### src/rtl/cmdout_pkg.sv
// Shared types and constants for the command-out queue reader.
// Header layout: [63:56] valid byte, [3:0] payload word count.
package cmdout_pkg;

  typedef enum logic [2:0] {
    ST_ISSUE_RD,
    ST_READ_HDR,
    ST_SEND_HDR,
    ST_READ_PAY,
    ST_SEND_PAY,
    ST_CLEAR,
    ST_ERROR
  } state_e;

  localparam int VALID_HI = 63;
  localparam int VALID_LO = 56;
  localparam int LEN_HI   = 3;
  localparam int LEN_LO   = 0;

  localparam logic [7:0] CLEAR_BE = 8'h80;

  // Subqueue length is a power of two, so the modulo is a mask.
  function automatic logic [31:0] slot_add(input logic [31:0] slot,
                                           input logic [31:0] k,
                                           input int unsigned  sub_len);
    return (slot + k) & (sub_len - 1);
  endfunction

endpackage

### src/rtl/cmdout_rr_ptr.sv
// Round-robin accelerator pointer: steps by one on advance, wrapping at NUM_ACCS.
module cmdout_rr_ptr #(
  parameter int NUM_ACCS = 16,
  parameter int ACC_BITS = 4
) (
  input  logic                clk,
  input  logic                rst,
  input  logic                advance,
  output logic [ACC_BITS-1:0] ptr
);

  logic [ACC_BITS-1:0] ptr_q, ptr_d;

  always_comb begin
    ptr_d = ptr_q;
    if (advance) begin
      ptr_d = (ptr_q == ACC_BITS'(NUM_ACCS - 1)) ? '0 : ptr_q + 1'b1;
    end
  end

  // NOTE: reset here is synchronous, so rst is sampled only on the clock edge
  // and stays out of the sensitivity list.
  always_ff @(posedge clk) begin
    if (rst) ptr_q <= '0;
    else     ptr_q <= ptr_d;
  end

  assign ptr = ptr_q;

endmodule

### src/rtl/cmdout_reader.sv
// Drains per-accelerator command-out subqueues from a 64-bit BRAM onto a valid/ready stream.
// Optional statistics counters are enabled with `define CMDOUT_STATS_EN.
module cmdout_reader
  import cmdout_pkg::*;
#(
  parameter int         NUM_ACCS     = 16,
  parameter int         SUBQUEUE_LEN = 64,
  parameter int         MAX_PAYLOAD  = 15,
  parameter logic [7:0] VALID_CODE   = 8'h80,
  localparam int        ACC_BITS     = (NUM_ACCS > 1) ? $clog2(NUM_ACCS) : 1,
  localparam int        SLOT_BITS    = $clog2(SUBQUEUE_LEN)
) (
  input  logic                clk,
  input  logic                rst,
  output logic                mem_en,
  output logic [7:0]          mem_wr,
  output logic [31:0]         mem_addr,
  output logic [63:0]         mem_din,
  input  logic [63:0]         mem_dout,
  output logic                out_valid,
  input  logic                out_ready,
  output logic [63:0]         out_data,
  output logic                out_last,
  output logic [ACC_BITS-1:0] out_acc,
  output logic                err
`ifdef CMDOUT_STATS_EN
  ,
  output logic [31:0]         entries_done,
  output logic [31:0]         stall_cycles
`endif
);

  state_e                state_q, state_d;
  logic [SLOT_BITS-1:0]  slot_idx_q [NUM_ACCS];
  logic [SLOT_BITS-1:0]  slot_idx_d [NUM_ACCS];
  logic [3:0]            len_q, len_d;
  logic [3:0]            cnt_q, cnt_d;
  logic [63:0]           data_q, data_d;
  logic                  valid_q, valid_d;
  logic                  last_q, last_d;
  logic [ACC_BITS-1:0]   oacc_q, oacc_d;
  logic                  err_q, err_d;

  logic [ACC_BITS-1:0]   acc_ptr;
  logic                  advance;
  logic [SLOT_BITS-1:0]  hdr_slot;
  logic [SLOT_BITS-1:0]  addr_slot;
  logic [31:0]           addr_k;
  logic [31:0]           addr_sum;
  logic [31:0]           next_sum;
  logic [3:0]            hdr_len;
  logic                  hdr_valid;
  logic                  len_ok;

  cmdout_rr_ptr #(
    .NUM_ACCS (NUM_ACCS),
    .ACC_BITS (ACC_BITS)
  ) u_rr_ptr (
    .clk     (clk),
    .rst     (rst),
    .advance (advance),
    .ptr     (acc_ptr)
  );

  assign hdr_slot  = slot_idx_q[acc_ptr];
  assign hdr_len   = mem_dout[LEN_HI:LEN_LO];
  assign hdr_valid = (mem_dout[VALID_HI:VALID_LO] == VALID_CODE);
  assign len_ok    = (hdr_len != 4'd0) && (int'(hdr_len) <= MAX_PAYLOAD);

  // The address always points at the word needed next, so a read issued in a
  // SEND_* state lands in the following READ_PAY cycle.
  always_comb begin
    addr_k = 32'd0;
    unique case (state_q)
      ST_SEND_HDR: addr_k = 32'd1;
      ST_READ_PAY: addr_k = 32'(cnt_q);
      ST_SEND_PAY: addr_k = 32'(cnt_q) + 32'd1;
      default:     addr_k = 32'd0;
    endcase
  end

  assign addr_sum  = slot_add(32'(hdr_slot), addr_k, SUBQUEUE_LEN);
  assign addr_slot = addr_sum[SLOT_BITS-1:0];
  assign next_sum  = slot_add(32'(hdr_slot), 32'(len_q) + 32'd1, SUBQUEUE_LEN);

  assign mem_en   = 1'b1;
  assign mem_din  = 64'd0;
  assign mem_wr   = (state_q == ST_CLEAR) ? CLEAR_BE : 8'h00;
  assign mem_addr = 32'({acc_ptr, addr_slot, 3'b000});

  // NOTE: every signal written here gets its default first, so no path through
  // the case statement can infer a latch.
  always_comb begin
    state_d    = state_q;
    slot_idx_d = slot_idx_q;
    len_d      = len_q;
    cnt_d      = cnt_q;
    data_d     = data_q;
    valid_d    = valid_q;
    last_d     = last_q;
    oacc_d     = oacc_q;
    err_d      = err_q;
    advance    = 1'b0;

    unique case (state_q)
      ST_ISSUE_RD: state_d = ST_READ_HDR;
      ST_READ_HDR: begin
        if (!hdr_valid) begin
          advance = 1'b1;
          state_d = ST_ISSUE_RD;
        end else if (len_ok) begin
          len_d   = hdr_len;
          data_d  = mem_dout;
          valid_d = 1'b1;
          last_d  = 1'b0;
          oacc_d  = acc_ptr;
          state_d = ST_SEND_HDR;
        end else begin
          err_d   = 1'b1;
          state_d = ST_ERROR;
        end
      end
      ST_SEND_HDR: begin
        if (out_ready) begin
          valid_d = 1'b0;
          cnt_d   = 4'd1;
          state_d = ST_READ_PAY;
        end
      end
      ST_READ_PAY: begin
        data_d  = mem_dout;
        valid_d = 1'b1;
        last_d  = (cnt_q == len_q);
        state_d = ST_SEND_PAY;
      end
      ST_SEND_PAY: begin
        if (out_ready) begin
          valid_d = 1'b0;
          if (last_q) begin
            state_d = ST_CLEAR;
          end else begin
            cnt_d   = cnt_q + 4'd1;
            state_d = ST_READ_PAY;
          end
        end
      end
      ST_CLEAR: begin
        slot_idx_d[acc_ptr] = next_sum[SLOT_BITS-1:0];
        advance             = 1'b1;
        state_d             = ST_ISSUE_RD;
      end
      ST_ERROR: state_d = ST_ERROR;
      default:  state_d = ST_ISSUE_RD;
    endcase
  end

  // NOTE: slot_idx is a small register array rather than a RAM, so it is
  // reset explicitly; pointers must restart at slot 0 after rst.
  always_ff @(posedge clk) begin
    if (rst) begin
      state_q <= ST_ISSUE_RD;
      for (int i = 0; i < NUM_ACCS; i++) slot_idx_q[i] <= '0;
      len_q   <= '0;
      cnt_q   <= '0;
      data_q  <= '0;
      valid_q <= 1'b0;
      last_q  <= 1'b0;
      oacc_q  <= '0;
      err_q   <= 1'b0;
    end else begin
      state_q    <= state_d;
      slot_idx_q <= slot_idx_d;
      len_q      <= len_d;
      cnt_q      <= cnt_d;
      data_q     <= data_d;
      valid_q    <= valid_d;
      last_q     <= last_d;
      oacc_q     <= oacc_d;
      err_q      <= err_d;
    end
  end

  assign out_valid = valid_q;
  assign out_data  = data_q;
  assign out_last  = last_q;
  assign out_acc   = oacc_q;
  assign err       = err_q;

`ifdef CMDOUT_STATS_EN
  logic [31:0] entries_q, entries_d;
  logic [31:0] stall_q, stall_d;

  always_comb begin
    entries_d = entries_q;
    stall_d   = stall_q;
    if (state_q == ST_CLEAR) entries_d = entries_q + 32'd1;
    if (valid_q && !out_ready && (stall_q != 32'hFFFF_FFFF)) stall_d = stall_q + 32'd1;
  end

  always_ff @(posedge clk) begin
    if (rst) begin
      entries_q <= '0;
      stall_q   <= '0;
    end else begin
      entries_q <= entries_d;
      stall_q   <= stall_d;
    end
  end

  assign entries_done = entries_q;
  assign stall_cycles = stall_q;
`endif

endmodule
### config.mk
export PLATFORM = sky130hd
export DESIGN_NAME = cmdout_reader
export DESIGN_NICKNAME = d
export VERILOG_FILES = /design/src/rtl/cmdout_pkg.sv /design/src/rtl/cmdout_rr_ptr.sv /design/src/rtl/cmdout_reader.sv
export SDC_FILE = /design/constraint.sdc
export NUM_CORES = 1
export LEC_CHECK = 0
export ABC_AREA = 1
export CORE_MARGIN = 2
export CORE_UTILIZATION = 49
export DETAILED_ROUTE_END_ITERATION = 12
export GPL_ROUTABILITY_DRIVEN = 0
export PLACE_DENSITY = 0.86
export REMOVE_ABC_BUFFERS = 1
export SKIP_LAST_GASP = 1
export SLEW_MARGIN = 40
export SYNTH_ARGS = -nofsm -noshare
export SYNTH_HDL_FRONTEND = slang
export SYNTH_SLANG_ARGS = --single-unit
export TNS_END_PERCENT = 30
### constraint.sdc
create_clock -name clk -period 3.8 [get_ports clk]
set_input_delay 0.38 -clock clk [delete_from_list [all_inputs] [get_ports clk]]
set_output_delay 0.38 -clock clk [all_outputs]
set_load 0.05 [all_outputs]
# Word-level counts from Yosys, hierarchy flattened
# Index checks and enable logic that the tools add are counted.
[classes]
addsub = 6
order_cmp = 2
eq_ne = 15
mux = 31
n_bitwise = 2
reduce_logical = 13
[op_table]
columns = ["operator", "count"]
rows = [
  ["$mux W64", 2],
  ["$pmux W64 S2", 1],
  ["$bwmux W96", 1],
  ["$bmux W6 S4", 1],
  ["$demux W6 S4", 1],
  ["$mux W6", 3],
  ["$pmux W3 S6", 1],
  ["$mux W4", 4],
  ["$mux W3", 5],
  ["$pmux W5 S3", 1],
  ["$add A4 B1 Y5 const B", 2],
  ["$ne A2 B2 Y1 const B", 5],
  ["$eq A3 B3 Y1 const B", 3],
  ["$reduce_and A3 Y1", 3],
  ["$add A4 B1 Y4 const B", 2],
  ["$eq A8 B8 Y1 const B", 1],
  ["$mux W8", 1],
  ["$pmux W4 S2", 1],
  ["$reduce_and A4 Y1", 2],
  ["$add A6 B5 Y6", 1],
  ["$add A6 B6 Y6", 1],
  ["$eq A3 B2 Y1 const B", 2],
  ["$mux W1", 6],
  ["$ge A5 B5 Y1 const B", 1],
  ["16 further kinds", 18],
]
[word_totals]
register_bits = 182
output_inout_bits = 176
wordCells = 94

# Longest topological paths before layout
# Gate-level depths: netlist (run 1).
[depth]
depth_word = 6
mapped_depth = 21

# Hierarchy
# From an unflattened synthesis (run 1), not the netlist that was laid out.
[hier_totals]
cells_unflattened = 1195
area_unflattened_um2 = 8763.4
[modules_own_cells]
columns = ["mod", "instances", "cells_per_inst", "area_per_inst_um2", "seq_area_each_um2"]
rows = [
  ["cmdout_reader", 1, 1166, 8568.2, 3563.4],
  ["cmdout_rr_ptr", 1, 29, 195.2, 80.1],
]

# Worst setup path after synthesis (run 1)
# OpenSTA, ideal clock, no wires.
[synth_timing]
kind = "reg-to-output"
startpoint = "register u_rr_ptr.ptr_q[0] (netlist: u_rr_ptr.ptr[0])"
endpoint = "output port mem_addr[8]"
t_arrival_ps = 3320
required_ps = 3420
setup_slack_ps = 100
stages_incl_launch_ff = 16
cell_sequence = "dfxtp_1 -> buf_4 -> buf_2 -> clkbuf_1 -> a21oi_1 -> o21ai_0 -> nand2_1 -> nand2_1 -> nand4_1 -> ha_1 -> a21oi_1 -> nand2_1 -> nand2_1 -> nand2_1 -> a21oi_1 -> xor2_1"
[synth_via]
elab_chain_cells = 5
[synth_rtl]
columns = ["item", "line_no", "source"]
rows = [
  ["from (decl)", "cmdout_rr_ptr.sv:12", "logic [ACC_BITS-1:0] ptr_q, ptr_d;"],
  ["from (signal assigned)", "cmdout_rr_ptr.sv:25", "else ptr_q <= ptr_d;"],
  ["$not A4 Y5 (not written as such)", "cmdout_reader.sv:65", "assign hdr_slot = slot_idx_q[acc_ptr];"],
  ["$bmux W6 S4", "cmdout_reader.sv:65", ""],
  ["$mux W6 (not written as such) (2 in a row)", "cmdout_reader.sv:65", ""],
  ["$add A6 B6 Y6", "cmdout_pkg.sv:26", "return (slot + k) & (sub_len - 1);"],
  ["to (decl)", "cmdout_reader.sv:17", "output logic [31:0] mem_addr,"],
]
# No other way between the ends. The select of a mux whose other input is x is not followed.

# Worst setup path in the final report (run 1)
# Ends and elaborated chain as after synthesis.

==> results of run 1 <==
-- Yosys cell counts, drive strengths merged --
cell      n  share of area, %
nand2   134               5.8
nand3    42               2.5
inv     135               5.7
or2       2              0.14
xor2      7              0.68
o21bai    1             0.083
o21ai   194                11
a21oi    88               4.9
clkbuf   28               1.2
o31ai     1             0.083
dfxtp   182                40
conb      2             0.083
fa        2              0.44
nand3b    2              0.17
nor2    270                12
nor3      5              0.46
o211ai    1             0.083
a31oi     2              0.14
o22ai    12              0.83
xnor2     2              0.19
nand4     7              0.49
a211oi    3              0.25
buf     125                10
ha       14               1.9
-- routing by layer --
layer | routed length [um] | part of all wire [%]
met5 | 0 | 0
met4 | 779 | 3.2
met1 | 9930 | 40
met2 | 12000 | 48
met3 | 2030 | 8.2
-- through the flow --
step	setup slack (ns)	hold slack [ns]	util, %	setup TNS (ns)	total power, uW
after floorplan	-0.534	0.432	-	-30.44	2390
after global placement	0.799	0.446	56.8	0	2590
after detailed placement	0.698	0.467	56.8	0	2600
after CTS	0.177	0.415	59.9	0	4280
after global routing	0.106	0.459	59.9	0	4410
final	0.256	0.435	59.9	0	4280
-- sequential cells by signal (all words and copies together) (netlist names) --
register      cells
out_valid         1
u_rr_ptr.ptr      4
err               1
len_q             4
slot_idx_q       96
state_q           3
out_acc           4
out_last          1
cnt_q             4
out_data         64
-- worst max-delay path by stage --
stage                    start     endpoint  slack [ns]  depth (start not counted)
2_1_floorplan  u_rr_ptr.ptr[0]  mem_addr[8]       -0.53                         12
5_1_grt             state_q[1]  mem_addr[8]        0.11                         14
6_report       u_rr_ptr.ptr[0]  mem_addr[8]        0.26                         14
4_1_cts        u_rr_ptr.ptr[0]  mem_addr[8]        0.18                         14
3_5_place_dp        state_q[1]  mem_addr[8]        0.70                         14
3_3_place_gp   u_rr_ptr.ptr[0]  mem_addr[8]        0.80                         13
-- cells by family after synthesis --
logic type,synth area share [%]
simple gates,22.0
other cells,0.0834
compound gates,17.1
buf+inv,17.1
xor+xnor,0.876
flops,40.5
fa+ha+maj,2.39
-- critical path, delay by kind of cell, from the launching register on --
kind                     cells  cell delay [ns]
XOR/XNOR                     1             0.26
adder cells (fa/ha/maj)      1             0.39
AND/OR/NAND/NOR              6             0.51
AO/OA/AOI/OAI                4             0.56
buffers and inverters        2             0.56
flip-flops                   1             0.42
-- cells in the final DEF, fill, tap and decap left out, drive strengths merged --
cell type | netlist | routed
a211oi | 3 | 3
a21oi | 88 | 88
a31oi | 2 | 2
buf | 125 | 17
clkbuf | 28 | 17
clkdlybuf4s50 | 0 | 141
clkinv | 0 | 6
conb | 2 | 94
dfxtp | 182 | 182
fa | 2 | 2
ha | 14 | 14
inv | 135 | 143
nand2 | 134 | 134
nand3 | 42 | 42
nand3b | 2 | 2
nand4 | 7 | 7
nor2 | 270 | 270
nor3 | 5 | 5
o211ai | 1 | 1
o21ai | 194 | 194
o21bai | 1 | 1
o22ai | 12 | 12
o31ai | 1 | 1
or2 | 2 | 2
xnor2 | 2 | 2
xor2 | 7 | 7
-- power by group --
group	internal (uW)	switching (uW)
registers	1910	5.53
clock network	867	841
logic	167	483
-- area by class of cell --
type / instances / share of cell area, %
flip-flops and latches: 182 / 33.7
clock inverters: 14 / 1.25
repair buffers: 158 / 15.1
multi-input cells: 883 / 38.7
clock buffers: 17 / 3.94
well taps: 229 / 2.65
inverters: 135 / 4.71
==> impl_metrics.ini, run 1 <==
[global_routing]
antenna_found_initial = 0
use_met1_pct = 30.3
met3_usage_pct = 5.75
grt_pass1_wl_mm = 39.2
grt_max_degree = 66
overflow = 0
track_usage_pct = 24.8
grt.busiest_layer = met2
grtUsageMet2_pct = 42.1
grt_pass1_vias = 7942

[layout]
layout.cells.non_filler = 1618
antenna_cells = 0
fill_cells = 1597
syn_to_final_growth_pct = 20.0
multi_input_area_um2 = 4180
drive_gt1_share_pct = 8.35
seq_area_um2 = 3640
final_nets = 1460
stdcell_area_um2 = 10800

[cts]
cts_setup_buffers = 0
clk_pin_slew_worst_paths_ns = 0.07
clockBufferDepth = 2
cts_made_buffers = 17
htreeDepth = 4
root_buffer = clkbuf_16
ctsHoldBuffers = 0
clkSinkCount = 182
cts_tree = done
cts_resized = 0
insertion_delay_ns = 0.44

[route]
dr_total_vias = 8412
dr.pass1.iters = 6
drc = 0
wl_per_cell_um = 15.3
drt_iter0_markers = 699
totalWireLength_mm = 24.7
drtAntennaViolNets = 0
routed_via_density = 5.20

[pwr]
p_leak_uw = 0.00468
p_per_area_nw_per_um2 = 396
peakVddDrop_mv = 0.340

[critical_path]
reg2reg_depth = 14
critPathMaxStageDelay_ns = 0.42
r2r_end = slot_idx_q[4]
startpoint_type = register
critical_path_required_ns = 3.42
cp-end-kind = output pin
cpMaxStageDelayCell = dfxtp_1
cp_max_fo = 54
timing.rr.start = u_rr_ptr.ptr[0]
crit_arrival_ns = 3.16
worstSetupPathType = register to output pin
cp_common_cell = nand2_1
crit_chain = buf_6 > a21oi_1 > o21ai_0 > nand2_1 > nand2_1 > nand4_1 > ha_1 > a21oi_1 > nand2_1 > nand2_1 > nand2_1 > a21oi_1 > xor2_1 > buf_12
rrSetupSlack_ns = 0.75

[die]
row_count = 49
core_um2 = 18000
dieArea_um2 = 19500
die_y_um = 140
die_w_um = 140
io_pins = 243
start_util_pct = 50.0

[timing]
slew_headroom_pct = 47.8
grt_setup_unrepaired = false
timing.final.crit_share_pct = 93.3
final_hold_viol_count = 0
setup_viol = 0
slew_violations = 0
max_freq_ghz = 0.282
tightest_slew_ns = 0.782
final.min_clock_period_ns = 3.54
skew_ns = 0.0128

[synth]
syn_inst = 1261
synth.distinct_cells = 36
syn_area_per_cell_um2 = 7.14
netlist_area_um2 = 9000
ys_seq_area_share_pct = 40.5
synth-seq-cells = 182
yosysWarnings = 0

[flow_run]
max_cap_viol_count = 0

[status]
status = complete, no violations

[min_path]
worst_hold_startpoint = rst
hp-class = input port to register
holdPathEnd = state_q[0]
holdPathStages = 2

[placed_design]
hpwl_mm = 16.8
numPlacedInstances = 1587
port_buffers = 148
placed_area_um2 = 10200
No activity file was read; power rests on OpenSTA's default activity.
==> run 2, diff against run 1 <==
--- a/config.mk
+++ b/config.mk
@@ -8,6 +8,7 @@
 export ABC_AREA = 1
 export CORE_MARGIN = 2
 export CORE_UTILIZATION = 49
+export CTS_CLUSTER_DIAMETER = 200
 export DETAILED_ROUTE_END_ITERATION = 12
 export GPL_ROUTABILITY_DRIVEN = 0
 export PLACE_DENSITY = 0.86
==> results of run 2 <==
The final DEF is identical to that of run 1; final timing and power are the same.
